### config.mk
export PLATFORM = sky130hd
export DESIGN_NAME = mux_scan_sequencer
export DESIGN_NICKNAME = d
export VERILOG_FILES = /design/src/rtl/mux_pkg.sv /design/src/rtl/mux_scan_sequencer_next_channel_finder.sv /design/src/rtl/mux_scan_sequencer.sv
export SDC_FILE = /design/constraint.sdc
export NUM_CORES = 1
export LEC_CHECK = 0
export BUFFER_PORTS_ARGS = -buffer_cell sky130_fd_sc_hd__buf_2
export CORE_MARGIN = 5
export CORE_UTILIZATION = 48
export DETAILED_ROUTE_END_ITERATION = 16
export PLACE_DENSITY = 0.71
export SLEW_MARGIN = 20
export SYNTH_ARGS = -nofsm -noshare
export SYNTH_HDL_FRONTEND = slang
export SYNTH_HIERARCHICAL = 1
export SYNTH_SLANG_ARGS = --single-unit
### constraint.sdc
create_clock -name clock -period 2.06 [get_ports clock]
set_input_delay 0.412 -clock clock [delete_from_list [all_inputs] [get_ports clock]]
set_output_delay 0.412 -clock clock [all_outputs]
set_load 0.02 [all_outputs]
### src/rtl/mux_pkg.sv
// mux_pkg: definitions shared by every sequencer that drives the 8:1 data
// multiplexer.
//   N_CHANNELS  - number of multiplexer inputs
//   SEL_W       - width of the multiplexer select
//   scan_state_t - sequencer state encoding (IDLE, SCAN)
//   lowest_set() - index of the lowest set bit of a channel mask (0 if none)
package mux_pkg;

  localparam int N_CHANNELS = 8;
  localparam int SEL_W      = 3;

  typedef enum logic {
    IDLE = 1'b0,
    SCAN = 1'b1
  } scan_state_t;

  // Walk from the top down so the last hit is the lowest set bit.
  function automatic logic [SEL_W-1:0] lowest_set(input logic [N_CHANNELS-1:0] m);
    logic [SEL_W-1:0] r;
    r = '0;
    for (int i = N_CHANNELS - 1; i >= 0; i--) begin
      if (m[i]) r = SEL_W'(i);
    end
    return r;
  endfunction

endpackage

### src/rtl/mux_scan_sequencer_next_channel_finder.sv
// next_channel_finder: combinational search over the latched channel mask.
//   mask_r     in   8  latched channel enables
//   cur_sel    in   3  channel currently on the multiplexer select
//   next_ch    out  3  lowest enabled channel strictly above cur_sel
//   lowest_ch  out  3  lowest enabled channel overall (start of a sweep)
//   wrap       out  1  no enabled channel above cur_sel: the sweep ends here
module next_channel_finder
  import mux_pkg::*;
(
  input  logic [N_CHANNELS-1:0] mask_r,
  input  logic [SEL_W-1:0]      cur_sel,
  output logic [SEL_W-1:0]      next_ch,
  output logic [SEL_W-1:0]      lowest_ch,
  output logic                  wrap
);

  // Enabled channels that lie above the current one.
  logic [N_CHANNELS-1:0] above;

  for (genvar gi = 0; gi < N_CHANNELS; gi++) begin : g_above
    assign above[gi] = mask_r[gi] && (SEL_W'(gi) > cur_sel);
  end

  assign next_ch   = lowest_set(above);
  assign lowest_ch = lowest_set(mask_r);
  assign wrap      = (above == '0);

endmodule

### src/rtl/mux_scan_sequencer.sv
// mux_scan_sequencer: round-robin scanner wrapped around an 8:1 multiplexer.
// Each enabled channel is held on sel for DWELL cycles, then the multiplexer
// output is captured together with its channel index and a one-cycle strobe.
//   clock        in   1     rising-edge clock
//   reset_n      in   1     asynchronous active-low reset
//   start        in   1     begin a scan (honoured only in IDLE, mask != 0)
//   stop         in   1     abort the scan at the next edge
//   continuous   in   1     latched with start: 1 = loop sweeps, 0 = one sweep
//   mask         in   8     channel enables, latched with start
//   mux_in       in   BITS  multiplexer output for the current sel
//   sel          out  3     multiplexer select (registered)
//   data_out     out  BITS  last captured sample
//   data_ch      out  3     channel of data_out
//   data_valid   out  1     one-cycle strobe for a new sample
//   busy         out  1     scanning
//   done         out  1     one-cycle strobe at the end of a single sweep
//   sweep_count  out  8     completed sweeps since the last accepted start
module mux_scan_sequencer
  import mux_pkg::*;
#(
  parameter int BITS  = 4,
  parameter int DWELL = 4
) (
  input  logic                  clock,
  input  logic                  reset_n,
  input  logic                  start,
  input  logic                  stop,
  input  logic                  continuous,
  input  logic [N_CHANNELS-1:0] mask,
  input  logic [BITS-1:0]       mux_in,
  output logic [SEL_W-1:0]      sel,
  output logic [BITS-1:0]       data_out,
  output logic [SEL_W-1:0]      data_ch,
  output logic                  data_valid,
  output logic                  busy,
  output logic                  done,
  output logic [7:0]            sweep_count
);

  localparam int CNT_W = (DWELL > 1) ? $clog2(DWELL) : 1;
  localparam logic [CNT_W-1:0] CNT_LAST = CNT_W'(DWELL - 1);

  scan_state_t           state_reg, state_next;
  logic [CNT_W-1:0]      cnt_reg, cnt_next;
  logic [SEL_W-1:0]      sel_reg, sel_next;
  logic [N_CHANNELS-1:0] mask_r, mask_next;
  logic                  cont_r, cont_next;
  logic [BITS-1:0]       data_out_reg, data_out_next;
  logic [SEL_W-1:0]      data_ch_reg, data_ch_next;
  logic                  data_valid_reg, data_valid_next;
  logic                  busy_reg, busy_next;
  logic                  done_reg, done_next;
  logic [7:0]            sweep_reg, sweep_next;

  logic [SEL_W-1:0]      next_ch;
  logic [SEL_W-1:0]      lowest_ch;
  logic                  wrap;

  next_channel_finder u_finder (
    .mask_r    (mask_r),
    .cur_sel   (sel_reg),
    .next_ch   (next_ch),
    .lowest_ch (lowest_ch),
    .wrap      (wrap)
  );

  always_ff @(posedge clock or negedge reset_n) begin
    if (!reset_n) begin
      state_reg      <= IDLE;
      cnt_reg        <= '0;
      sel_reg        <= '0;
      mask_r         <= '0;
      cont_r         <= 1'b0;
      data_out_reg   <= '0;
      data_ch_reg    <= '0;
      data_valid_reg <= 1'b0;
      busy_reg       <= 1'b0;
      done_reg       <= 1'b0;
      sweep_reg      <= '0;
    end else begin
      state_reg      <= state_next;
      cnt_reg        <= cnt_next;
      sel_reg        <= sel_next;
      mask_r         <= mask_next;
      cont_r         <= cont_next;
      data_out_reg   <= data_out_next;
      data_ch_reg    <= data_ch_next;
      data_valid_reg <= data_valid_next;
      busy_reg       <= busy_next;
      done_reg       <= done_next;
      sweep_reg      <= sweep_next;
    end
  end

  always_comb begin
    state_next      = state_reg;
    cnt_next        = cnt_reg;
    sel_next        = sel_reg;
    mask_next       = mask_r;
    cont_next       = cont_r;
    data_out_next   = data_out_reg;
    data_ch_next    = data_ch_reg;
    data_valid_next = 1'b0;
    busy_next       = busy_reg;
    done_next       = 1'b0;
    sweep_next      = sweep_reg;

    unique case (state_reg)
      IDLE: begin
        // The incoming mask is not latched yet, so its lowest channel is
        // taken directly rather than from the finder.
        if (start && !stop && (mask != '0)) begin
          state_next = SCAN;
          mask_next  = mask;
          cont_next  = continuous;
          sel_next   = lowest_set(mask);
          cnt_next   = '0;
          sweep_next = '0;
          busy_next  = 1'b1;
        end
      end

      SCAN: begin
        if (stop) begin
          state_next = IDLE;
          busy_next  = 1'b0;
          sel_next   = '0;
          cnt_next   = '0;
        end else if (cnt_reg == CNT_LAST) begin
          cnt_next        = '0;
          data_out_next   = mux_in;
          data_ch_next    = sel_reg;
          data_valid_next = 1'b1;
          if (!wrap) begin
            sel_next = next_ch;
          end else begin
            sweep_next = sweep_reg + 8'd1;
            if (cont_r) begin
              sel_next = lowest_ch;
            end else begin
              state_next = IDLE;
              busy_next  = 1'b0;
              done_next  = 1'b1;
              sel_next   = '0;
            end
          end
        end else begin
          cnt_next = cnt_reg + CNT_W'(1);
        end
      end

      default: state_next = IDLE;
    endcase
  end

  assign sel         = sel_reg;
  assign data_out    = data_out_reg;
  assign data_ch     = data_ch_reg;
  assign data_valid  = data_valid_reg;
  assign busy        = busy_reg;
  assign done        = done_reg;
  assign sweep_count = sweep_reg;

endmodule

==> PnR_summary.wiki <==
{| class="wikitable"
! Metric !! Value
|-
| Worst setup EP type || flop
|-
| Ys Warns || 6
|-
| Global Route met2 Usage || 0.278
|-
| Number of register bits inferred by synthesis || 33
|-
| Pin count of the biggest net entering global routing || 34
|-
| Core occupancy in the finished layout || 0.618
|-
| Full die area || 4980 um2
|-
| Global placer's final weighted congestion || 0.856
|-
| H-tree levels || 2
|-
| Vias in the first global route || 1530
|-
| Die width || 70.6 um
|-
| Effective utilization at floorplan || 0.489
|-
| Slowest stage cell, crit path || sky130_fd_sc_hd__dfrtp_2
|-
| Fraction of final layout cells with drive strength greater than 1 || 0.378
|-
| Cell area after layout || 2230 um2
|-
| Max frequency || 523 MHz
|-
| Ranking of synthesized cells by instance count || 33 x sky130_fd_sc_hd__dfrtp_1, 17 x sky130_fd_sc_hd__mux2_2, 12 x sky130_fd_sc_hd__nor2_1, 11 x sky130_fd_sc_hd__nand2_1
|-
| Data arrival time of the critical path || 2.09 ns
|-
| Vias after detailed routing || 1507
|-
| Average cell area after synthesis || 10.3 um2
|-
| Met1 GRT Util || 0.224
|-
| Area growth from synthesis to layout || 26.5%
|-
| Post-detail-place hpwl || 3070 um
|-
| Number of antenna violations at the first check in global routing || 0
|-
| Total GRT Usage || 0.175
|-
| Sequential-to-total area share from yosys stat || 0.469
|-
| Type of the most critical hold path || in -> async
|-
| Number of library cell types mapped by synthesis || 43
|-
| Post-synth top area cell || sky130_fd_sc_hd__dfrtp_1
|-
| Clock-pin slew reported for the worst setup and hold paths after clock tree synthesis || 0.07 ns
|-
| Total clock buffers created by CTS || 5
|-
| Top cells by area in the synthesized netlist || sky130_fd_sc_hd__dfrtp_1 47%, sky130_fd_sc_hd__mux2_2 11%, sky130_fd_sc_hd__nor2b_1 2.8%, sky130_fd_sc_hd__nor2_1 2.6%, sky130_fd_sc_hd__nand2_1 2.3%
|-
| Detailed Route Iter0 Violations || 142
|-
| Met3 demand-to-capacity share in global routing || 0.0639
|-
| Final period utilization || 0.929
|-
| Cell class contributing the biggest share of worst-path delay || compound AO/OA/AOI/OAI gates
|-
| Root buffer selected by CTS || sky130_fd_sc_hd__clkbuf_8
|-
| Worst slew margin relative to its limit || 0.517
|-
| Final antenna-violating net count || 0
|-
| Number of maximum-capacitance violations || 0
|-
| Sinks on Clock Net || 33
|-
| Placed Area || 2080 um2
|-
| Launching element type of the critical path || flop
|-
| Placed cell count || 261
|-
| CTS tree || built
|-
| Total core area || 3610 um2
|-
| Number of buffers between clock root and the deepest sink || 2
|-
| Most repeated cell in the gate-level netlist after synthesis || sky130_fd_sc_hd__dfrtp_1
|-
| Number of stages on the worst setup path || 8
|-
| Net Count, Synth || 190
|-
| Result of the run || finished, final reports clean
|-
| Worst slack on hold paths || 0.171 ns
|-
| Worst-case vdd ir drop || 532 uV
|-
| Top cell type's share of synthesized area || 0.469
|-
| Post-Synthesis Cells || 171
|-
| Number of placement rows || 22
|-
| Hold violation total from the final report || 0
|-
| Final Slew Violations || 0
|-
| Minimum period implied by the final worst setup slack || 1.91 ns
|-
| First-pass GRT wire length || 6960 um
|-
| Number of hold-repair buffers added at the cts stage || 0
|-
| Measured slew at the worst slew-check pin || 0.725 ns
|-
| Netlist area before placement || 1760 um2
|-
| Clock skew after layout || 0.00536 ns
|-
| Count of placed standard cells in the final layout, fillers left out || 273
|-
| Buffering stage count on the worst path with inverters included || 1
|-
| 1st-pass router iterations || 4
|-
| Latest clock arrival within the worst-skew pair || 0.29 ns
|-
| Length in cells of the worst reg-to-reg path || 8
|-
| Ys async rst share || 1.00
|-
| Data required time at the worst endpoint || 2.24 ns
|-
| Number of top-level design ports || 38
|-
| Leakage power || 1.08 nW
|-
| Number of buffers added on ports || 37
|-
| Category of the most critical setup path || reg -> reg
|-
| DR DRC count || 0
|-
| Largest stage delay on the critical path || 0.47 ns
|-
| Total Wirelength || 4260 um
|-
| Sum of negative setup slack || 0 ns
|-
| Most utilized layer in the global route result || met2
|-
| Pwr dens || 962 nW/um2
|-
| Top fanout value on the critical path || 9
|-
| Setup violations, final || 0
|-
| Die Ht || 70.6 um
|-
| Sequence of cells on the critical path || nor2b_1 -> o21bai_1 -> a21oi_1 -> nor2_4 -> buf_4 -> a31oi_1 -> o211ai_1 -> mux2_2
|-
| Inserted Diodes || 0
|-
| Predominant post-synthesis flop cell || sky130_fd_sc_hd__dfrtp_1
|-
| Wire length per cell || 15.6 um
|-
| DR vias/cell || 5.52
|-
| Number of enable flip-flop cells after synthesis || 0
|-
| Post-layout nets || 243
|-
| Overflow after GRT || 0
|-
| Unrepaired setup endpoints after global routing || no
|}
==> cell usage in the layout, fill, tap and decap left out, drive strengths merged, types with 3 or more instances in the layout <==
cell type | Yosys | routed
dfrtp | 33 | 33
xor2 | 3 | 3
nor2b | 8 | 8
a22o | 3 | 3
nand3 | 4 | 4
mux2 | 17 | 17
nor2 | 12 | 12
inv | 6 | 6
nand2 | 11 | 11
buf | 2 | 51
o21ai | 9 | 9
nor3 | 7 | 7
clkbuf | 3 | 6
nand2b | 5 | 5
a21oi | 8 | 8
nor4 | 6 | 6
==> worst reg2reg max path: cells and delay by family (launching register included) <==
family,cells,cell delay (ns)
AOI/OAI and AO/OA,4,0.67
DFF,1,0.47
muxes,1,0.28
and+or+nand+nor,2,0.22
buffers and inverters,1,0.16
==> worst paths after layout <==
| check | from | to | slack [ns] |
|---|---|---|---|
| setup / recovery | sel[0] | sel[0] | 0.15 |
| max in group asynchronous | reset_n | sel[2] | 1.37 |
| hold reg to reg | data_out[3] | data_out[3] | 0.51 |
| min in group clock | mux_in[2] | data_out[2] | 0.35 |
| hold / removal | reset_n | sweep_count[4] | 0.17 |
| setup reg to reg | sel[0] | sel[0] | 0.15 |
==> timing repair <==
action / CTS / global route
setup buffers: 0 / 4
gates resized for setup: 0 / 2
setup endpoints to repair: 0 / 5
==> report_power, final <==
| part | switching, W | total (W) | internal [W] |
|---|---|---|---|
| sequential | 0.000117 | 0.000867 | 0.000750 |
| clock | 0.000250 | 0.000644 | 0.000393 |
| combinational | 0.000328 | 0.000633 | 0.000305 |
| total | 0.000696 | 0.00214 | 0.00145 |
==> cell type report <==
cell class | count | area (um2)
Clock inverter | 2 | 37.5
Clock buffer | 6 | 82.6
Sequential cell | 33 | 830
Timing Repair Buffer | 51 | 290
Tap cell | 48 | 60.1
Fill cell | 313 | 1380
Multi-Input combinational cell | 127 | 906
Inverter | 6 | 22.5
==> metal layers <==
metal  up-vias  wire length, um
li1        737                -
met2        50             1890
met4         0               61
met1       712             2010
met3         8              296
met5         -                0
==> metrics by stage <==
stage | total power (W) | worst slack, ns
global route | 0.00225 | 0.00546
global placement | 0.00145 | 0.117
detailed placement | 0.00147 | 0.0833
CTS | 0.00212 | 0.0805
finish | 0.00214 | 0.146
floorplan | 0.00125 | 0.0141
==> cell families after synthesis <==
group | after synthesis | share of synthesized area
buf+inv | 11 | 0.0284
xor+xnor | 5 | 0.0249
compound gates | 41 | 0.165
fa+ha+maj | 2 | 0.0142
simple gates | 60 | 0.178
flops | 33 | 0.469
mux | 19 | 0.120
(Power assumes the default switching activity.)
